`src/rtl/mma_drain_pkg.sv`:
```
// Shared defaults, derived sizes, slot indexing and drain FSM states for the
// MMA result drain.
package mma_drain_pkg;

  localparam int DEF_NUM_TC    = 2;
  localparam int DEF_NUM_OCTET = 2;
  localparam int DEF_NUM_TG    = 2;
  localparam int DEF_DATA_W    = 128;
  localparam int DEF_OUT_W     = 32;
  localparam int DEF_CNT_W     = 16;

  localparam int DEF_SLOTS = DEF_NUM_TC * DEF_NUM_OCTET * DEF_NUM_TG;
  localparam int DEF_BEATS = DEF_DATA_W / DEF_OUT_W;

  typedef enum logic {
    IDLE  = 1'b0,
    DRAIN = 1'b1
  } drain_state_t;

  function automatic int slot_idx(input int tc, input int octet, input int tg,
                                  input int num_octet, input int num_tg);
    return ((tc * num_octet) + octet) * num_tg + tg;
  endfunction

  // Index width that never collapses to zero bits when only one value exists.
  function automatic int idx_w(input int n);
    return (n > 1) ? $clog2(n) : 1;
  endfunction

endpackage

```
`src/rtl/mma_drain_bank.sv`:
```
// One bundle-wide storage bank: whole-bundle write, OUT_W-wide indexed read.
module mma_drain_bank
  import mma_drain_pkg::*;
#(
  parameter int SLOTS  = DEF_SLOTS,
  parameter int DATA_W = DEF_DATA_W,
  parameter int OUT_W  = DEF_OUT_W,
  parameter int SLOT_W = 3,
  parameter int BEAT_W = 2
) (
  input  logic                      clock,
  input  logic                      i_we,
  input  logic [SLOTS*DATA_W-1:0]   i_data,
  input  logic [SLOT_W-1:0]         i_slot,
  input  logic [BEAT_W-1:0]         i_beat,
  output logic [OUT_W-1:0]          o_data
);

  localparam int BEATS = DATA_W / OUT_W;
  localparam int TOTAL = SLOTS * BEATS;
  localparam int IDX_W = idx_w(TOTAL);

  // Word k = slot*BEATS + beat, so the LSB beat of each slot is word 0 of it.
  logic [OUT_W-1:0] r_word [TOTAL];
  logic [IDX_W-1:0] w_idx;

  always_ff @(posedge clock) begin
    if (i_we) begin
      for (int k = 0; k < TOTAL; k++) begin
        r_word[k] <= i_data[k*OUT_W +: OUT_W];
      end
    end
  end

  assign w_idx  = IDX_W'(i_slot) * IDX_W'(BEATS) + IDX_W'(i_beat);
  assign o_data = r_word[w_idx];

endmodule

```
`src/rtl/mma_result_drain.sv`:
```
// Double-buffered drain: accepts whole MMA result bundles and streams them out
// as OUT_W beats tagged with slot/beat indices, tolerant of back-pressure.
//
// state | meaning
// IDLE  | no bank being streamed; waits for full[rp]
// DRAIN | io_out_valid high, presenting bank[rp] at (slot, beat)
module mma_result_drain
  import mma_drain_pkg::*;
#(
  parameter int NUM_TC    = DEF_NUM_TC,
  parameter int NUM_OCTET = DEF_NUM_OCTET,
  parameter int NUM_TG    = DEF_NUM_TG,
  parameter int DATA_W    = DEF_DATA_W,
  parameter int OUT_W     = DEF_OUT_W,
  parameter int CNT_W     = DEF_CNT_W
) (
  input  logic                                         clock,
  input  logic                                         reset,
  input  logic                                         io_in_valid,
  output logic                                         io_in_ready,
  input  logic [NUM_TC*NUM_OCTET*NUM_TG*DATA_W-1:0]    io_in_bits,
  output logic                                         io_out_valid,
  input  logic                                         io_out_ready,
  output logic [OUT_W-1:0]                             io_out_bits,
  output logic [idx_w(NUM_TC*NUM_OCTET*NUM_TG)-1:0]    io_out_slot,
  output logic [idx_w(DATA_W/OUT_W)-1:0]               io_out_beat,
  output logic                                         io_out_last,
  output logic                                         io_busy,
  output logic [CNT_W-1:0]                             io_done_cnt
);

  localparam int SLOTS  = slot_idx(NUM_TC-1, NUM_OCTET-1, NUM_TG-1, NUM_OCTET, NUM_TG) + 1;
  localparam int BEATS  = DATA_W / OUT_W;
  localparam int SLOT_W = idx_w(SLOTS);
  localparam int BEAT_W = idx_w(BEATS);
  localparam logic [SLOT_W-1:0] LAST_SLOT = SLOT_W'(SLOTS - 1);
  localparam logic [BEAT_W-1:0] LAST_BEAT = BEAT_W'(BEATS - 1);

  if (DATA_W % OUT_W != 0) begin : g_bad_out_w
    $error("mma_result_drain: DATA_W must be a multiple of OUT_W");
  end

  drain_state_t       r_state, w_state_nxt;
  logic [1:0]         r_full, w_full_nxt;
  logic               r_wp, w_wp_nxt;
  logic               r_rp, w_rp_nxt;
  logic [SLOT_W-1:0]  r_slot, w_slot_nxt;
  logic [BEAT_W-1:0]  r_beat, w_beat_nxt;
  logic [CNT_W-1:0]   r_done_cnt, w_cnt_nxt;

  logic               w_in_fire;
  logic               w_last;
  logic [1:0]         w_we;
  logic [OUT_W-1:0]   w_bank_data [2];

  for (genvar g = 0; g < 2; g++) begin : g_bank
    mma_drain_bank #(
      .SLOTS  (SLOTS),
      .DATA_W (DATA_W),
      .OUT_W  (OUT_W),
      .SLOT_W (SLOT_W),
      .BEAT_W (BEAT_W)
    ) u_bank (
      .clock  (clock),
      .i_we   (w_we[g]),
      .i_data (io_in_bits),
      .i_slot (r_slot),
      .i_beat (r_beat),
      .o_data (w_bank_data[g])
    );
  end

  assign io_in_ready  = !r_full[r_wp];
  assign w_in_fire    = io_in_valid && io_in_ready;
  assign w_we[0]      = w_in_fire && !reset && (r_wp == 1'b0);
  assign w_we[1]      = w_in_fire && !reset && (r_wp == 1'b1);

  assign io_out_valid = (r_state == DRAIN);
  assign w_last       = io_out_valid && (r_slot == LAST_SLOT) && (r_beat == LAST_BEAT);
  assign io_out_last  = w_last;
  assign io_out_bits  = r_rp ? w_bank_data[1] : w_bank_data[0];
  assign io_out_slot  = r_slot;
  assign io_out_beat  = r_beat;
  assign io_busy      = |r_full;
  assign io_done_cnt  = r_done_cnt;

  always_comb begin
    w_state_nxt = r_state;
    w_full_nxt  = r_full;
    w_wp_nxt    = r_wp;
    w_rp_nxt    = r_rp;
    w_slot_nxt  = r_slot;
    w_beat_nxt  = r_beat;
    w_cnt_nxt   = r_done_cnt;

    // Set and clear never target the same bank: set needs !full[wp], clear needs full[rp].
    if (w_in_fire) begin
      w_full_nxt[r_wp] = 1'b1;
      w_wp_nxt         = ~r_wp;
    end

    case (r_state)
      IDLE: begin
        if (r_full[r_rp]) begin
          w_state_nxt = DRAIN;
          w_slot_nxt  = '0;
          w_beat_nxt  = '0;
        end
      end
      DRAIN: begin
        if (io_out_ready) begin
          if (w_last) begin
            w_full_nxt[r_rp] = 1'b0;
            w_rp_nxt         = ~r_rp;
            w_cnt_nxt        = r_done_cnt + 1'b1;
            w_slot_nxt       = '0;
            w_beat_nxt       = '0;
            w_state_nxt      = r_full[~r_rp] ? DRAIN : IDLE;
          end else if (r_beat == LAST_BEAT) begin
            w_beat_nxt = '0;
            w_slot_nxt = r_slot + 1'b1;
          end else begin
            w_beat_nxt = r_beat + 1'b1;
          end
        end
      end
      default: w_state_nxt = IDLE;
    endcase
  end

  always_ff @(posedge clock) begin
    if (reset) begin
      r_state    <= IDLE;
      r_full     <= '0;
      r_wp       <= 1'b0;
      r_rp       <= 1'b0;
      r_slot     <= '0;
      r_beat     <= '0;
      r_done_cnt <= '0;
    end else begin
      r_state    <= w_state_nxt;
      r_full     <= w_full_nxt;
      r_wp       <= w_wp_nxt;
      r_rp       <= w_rp_nxt;
      r_slot     <= w_slot_nxt;
      r_beat     <= w_beat_nxt;
      r_done_cnt <= w_cnt_nxt;
    end
  end

endmodule

```
`config.mk`:
```
export PLATFORM = sky130hd
export DESIGN_NAME = mma_result_drain
export DESIGN_NICKNAME = d
export VERILOG_FILES = /design/src/rtl/mma_drain_pkg.sv /design/src/rtl/mma_drain_bank.sv /design/src/rtl/mma_result_drain.sv
export SDC_FILE = /design/constraint.sdc
export NUM_CORES = 2
export LEC_CHECK = 0
export BUFFER_PORTS_ARGS = -buffer_cell sky130_fd_sc_hd__buf_2
export CAP_MARGIN = 20
export CORE_ASPECT_RATIO = 2
export CORE_MARGIN = 2
export CORE_UTILIZATION = 35
export CTS_BUF_LIST = sky130_fd_sc_hd__clkbuf_8
export CTS_CLUSTER_SIZE = 40
export DETAILED_ROUTE_END_ITERATION = 6
export HOLD_SLACK_MARGIN = 0.06
export PLACE_DENSITY = 0.53
export SKIP_LAST_GASP = 1
export SYNTH_ARGS = -nofsm -noshare
export SYNTH_HDL_FRONTEND = slang
export SYNTH_HIERARCHICAL = 1
export SYNTH_SLANG_ARGS = --single-unit
export TNS_END_PERCENT = 10
```
`constraint.sdc`:
```
create_clock -name clock -period 141.2 [get_ports clock]
set_input_delay 7.06 -clock clock [delete_from_list [all_inputs] [get_ports clock]]
set_output_delay 7.06 -clock clock [all_outputs]
set_load 0.02 [all_outputs]
```
# == Word level (Yosys, flattened, before mapping) ==
# Memories as Yosys holds them, arrays and structs flattened.
# Cells that the tools add are included.
# word_totals
reg_bits,26
ram_bits,2048
input_bits,1028
output_inout_bits,57
wordCells,77
memories,2
# memory_table
name,depth,width,rd,rd_ports_with_merged_regs,wr,line,text
g_bank[0].u_bank.r_word,32,32,1,0,32,mma_drain_bank.sv:24,logic [OUT_W-1:0] r_word [TOTAL];
g_bank[1].u_bank.r_word,32,32,1,0,32,mma_drain_bank.sv:24,
# classes
n_addsub,4
n_lt_le_gt_ge,5
n_eq_ne,5
mux,34
bitwise,6
n_reduce_logical,14
# ops
operator,n
two-way mux 32 bit,1
adder 16 x 1 -> 16 bit (second input constant),1
two-way mux 1 bit,16
two-way mux 2 bit,8
two-way mux 3 bit,4
logical AND 1 bit,8
less-than comparator 1 x 2 -> 1 bit (second input constant),3
one-hot mux 3 bit (2 select lines),1
AND reduction 3 bit,2
adder 5 x 2 -> 5 bit,1
!= test 2 bit (second input constant),2
one-hot mux 2 bit (2 select lines),1
adder 3 x 1 -> 3 bit (second input constant),1
== test 3 bit (second input constant),1
!= test 3 x 2 -> 1 bit (second input constant),1
inverter 1 bit,3
adder 2 x 1 -> 2 bit (second input constant),1
AND 2 bit,1
demux 1 bit (select 1 bit),2
== test 2 bit (second input constant),1
greater-or-equal comparator 1 bit (second input constant),2
logical NOT 1 bit,2
inverter 2 bit,1
bitwise OR 2 bit,1
3 further kinds,3

# == Longest topological paths before layout ==
# logic_depth
word_depth,10
ltp_mapped,9

# == Cells and area by module ==
# The synthesis kept the hierarchy.
# by_module_without_submodules
module,instances,cells_each,area_per_inst_um2,seq_area_each_um2
mma_drain_bank,2,2182,39636.8,30749.5
mma_result_drain,1,176,1631.6,520.5

# == Worst setup path before layout ==
# No wires, ideal clock.
# synth_path
kind,input port to flip-flop
startpoint,in reset
endpoint,"mem g_bank[0].u_bank/r_word[0][0] (netlist name), enable pin"
setup_ps,5270
t_arrival_ps,110960
setup_slack_ps,24970
path_stages,2
path_cell_list,clkbuf_1 -> nor4b_1
# synth_lines
item,line,text
start: declaration,mma_result_drain.sv:18,"input logic reset,"
end: declaration,mma_drain_bank.sv:24,

==> impl_metrics.toml <==
[routing]
via_per_inst = 5.24
drtIter0Drc = 3915
vias = 48100
dr.pass1.iters = 6
drtAntennaViolNets = 0
drc = 0
routed_wirelength_um = 277000
post_drt_wl_per_cell_um = 30.2

[logic_synthesis]
synth_common_cells = "edfxtp_1, mux2i_1, a21oi_1, nand2_1, nand3_1"
synth_ff_type = "edfxtp_1"
synthCells = 4540
synth_top_area_cell = "edfxtp_1"
synthesis.nets = 5572
ys_types = 43
yosys-top-cells-area = "edfxtp_1, mux2i_1, a22oi_1, a22o_1, a21oi_1"
yosysWarnings = 6
yosysTopAreaCellShare = 0.760
syn_area_um2 = 80900
synth_edf_count = 2048
yosysSeqAreaShare = 0.767
ys_async_sr_fraction = 0
syn_avg_cell_area_um2 = 17.8
ys_seq_elements = 2074
yosysMostFrequentCell = "edfxtp_1"

[floorplan]
die_w_um = 344
die_area_um2 = 235000
start_util = 0.352
ios = 1085
num_rows = 249
core_um2 = 230000
die_y_um = 684

[placement]
dpl.cell_count = 8460
place_congestion = 0.822
place_ws_ns = 127.59
hpwl_um = 191000
port_buffers = 1084

[sta]
worstMarginPinSlew_ns = 1.32
fin_worst_hold_slack_ns = 0.488
fin_setup_tns_ns = 0
finalSetupViolations = 0
fin_crit_ns = 14.60
fin_skew_ns = 0.0733
max_freq_mhz = 68.5
maxSlewHeadroom = 0.110
rsz0062_at_grt = "false"
hold_viol = 0
fin_ws_ns = 126.60
slew_viol_final = 0
fin_crit_sh = 0.103

[critical_path]
cp.required_ns = 134.14
critical_path_peak_fanout = 107
cp.arrival_ns = 7.54
worstPathCellList = "buf_12 -> buf_4 -> buf_4 -> buf_4 -> buf_4 -> mux2i_1 -> a22o_1 -> nor3_1 -> a31oi_1 -> nand3_1 -> mux2_2 -> buf_2"
end_kind = "output port"
path_common_cell = "buf_4"
critPathLaunchType = "register"
worstSetupPathType = "reg2out"
slowest_stage = "dfxtp_4"
cp_slowest_stage_delay_ns = 0.91

[finish]
multi_input_area_um2 = 17400
post-route-util = 0.415
stdcell_count = 9183
nFillCells = 21100
area_growth_pct = 18.0
final_nets = 6791
final_layout_size_suffix_gt1_frac = 0.268
regArea_um2 = 62000

[status]
status = "finished clean"

[clock_network]
path_clk_slew_ns = 0.06
post_cts_buffers = 0
cts_made_buffers = 306
cts-root-buf = "clkbuf_8"
ctsLongestPathBuffers = 4
ctsResizeCount = 0
cts_tree = "done"
clock_sinks = 2074
clock_latency_ns = 0.97
holdBufCountCts = 0
htree_levels = 5

[worst_hold_path]
hold_class = "reg2reg"

[global_route]
overflow = 0
grt_max_degree = 155
grt_pass1_wl_um = 373000
grt_use_total = 0.227
grt_pass1_vias = 50100
antenna_found_initial = 317

[job]
cap_viol_max_count = 0

[power]
clkPwrFrac = 0.372
intPower_mw = 0.955
p_per_area_nw_per_um2 = 13.0
ir_worst_vdd_uv = 9.18
pwr-share-seq = 0.570
combPwrFrac = 0.058
p_switching_mw = 0.284
p_leak_nw = 31.6
p_sw_frac = 0.229
-- stage by stage --
step	cell area, um2	total power [mW]
floorplan	80900	0.837
global placement	89400	0.789
finish	95500	1.24
detailed placement	89400	0.791
CTS	95000	1.25
global route	95200	1.28
-- layout make-up --
class	instances	area share
clock buffers	314	0.0453
well taps	3012	0.0395
diodes	177	0.00464
repair buffers	1172	0.0649
clock inverters	229	0.0133
multi-input cells	2199	0.182
flip-flops and latches	2074	0.650
inverters	6	0.000236
-- sequential cells by signal (all words and copies together), names as in the netlist --
signal,cells
r_wp,1
r_rp,1
io_out_valid,1
r_full,2
io_out_slot,3
g_bank.u_bank/r_word,2048
io_out_beat,2
io_done_cnt,16
-- path summary, 6_finish.rpt --
kind	startpoint	to	slack, ns	depth (start not counted)
worst max register to register	r_wp	g_bank[0].u_bank/r_word[18][24]	136.37	6
worst max-delay path	io_out_beat[0]	io_out_bits[19]	126.60	12
worst min register to register	io_done_cnt[15]	io_done_cnt[15]	0.49	2
worst min-delay path	io_done_cnt[15]	io_done_cnt[15]	0.49	2
-- cell families (layout without fill, tap and decap cells) --
kind of cell | after synthesis | count (layout) | synth area share
multiplexers | 1060 | 1060 | 0.132
adder cells (fa/ha/maj) | 4 | 4 | 0.000619
buffers and inverters | 267 | 1721 | 0.0195
flip-flops | 2074 | 2074 | 0.767
AO/OA/AOI/OAI | 600 | 600 | 0.0502
XOR/XNOR | 11 | 11 | 0.00119
AND/OR/NAND/NOR | 524 | 524 | 0.0303
other | 0 | 177 | 0
-- layer usage --
metal,share of wire,track usage,up-vias
li1,-,-,20800
met2,0.49,0.378,2203
met1,0.36,0.255,24100
met5,0.0038,0,-
met3,0.10,0.0812,756
met4,0.048,0.111,164
-- power groups by stage --
stage / logic (mW) / clock network (mW) / registers (mW)
5_1_grt: 0.0768 / 0.499 / 0.707
3_5_place_dp: 0.0718 / 0 / 0.720
6_report: 0.0716 / 0.461 / 0.706
3_3_place_gp: 0.0698 / 0 / 0.719
2_1_floorplan: 0.0381 / 0 / 0.799
4_1_cts: 0.0720 / 0.475 / 0.707
-- critical path, delay by kind of cell, from the launching register on --
family	cells	cell delay, ns
buffers and inverters	6	3.95
flip-flops	1	0.91
AO/OA/AOI/OAI	2	0.50
multiplexers	2	0.61
AND/OR/NAND/NOR	2	0.19
-- cell usage in the layout (no fill, tap or decap), types with 6 or more instances in the layout --
| master | Yosys | routed |
|---|---|---|
| a21oi_1 | 205 | 205 |
| a22o_1 | 128 | 128 |
| a22oi_1 | 192 | 192 |
| a31oi_1 | 64 | 62 |
| buf_12 | 0 | 7 |
| buf_2 | 55 | 1084 |
| buf_4 | 69 | 80 |
| bufinv_16 | 0 | 10 |
| clkbuf_8 | 0 | 314 |
| clkinv_1 | 0 | 85 |
| clkinv_2 | 0 | 33 |
| clkinvlp_4 | 0 | 8 |
| dfxtp_1 | 26 | 24 |
| diode_2 | 0 | 177 |
| edfxtp_1 | 2048 | 2048 |
| inv_1 | 6 | 87 |
| inv_8 | 0 | 7 |
| mux2_2 | 33 | 33 |
| mux2i_1 | 1027 | 1027 |
| nand2_1 | 202 | 200 |
| nand3_1 | 197 | 197 |
| nor2_1 | 21 | 19 |
| nor3_1 | 67 | 67 |
| o21ai_0 | 6 | 6 |
| xnor2_1 | 8 | 8 |
No activity file was read; power rests on OpenSTA's default activity.
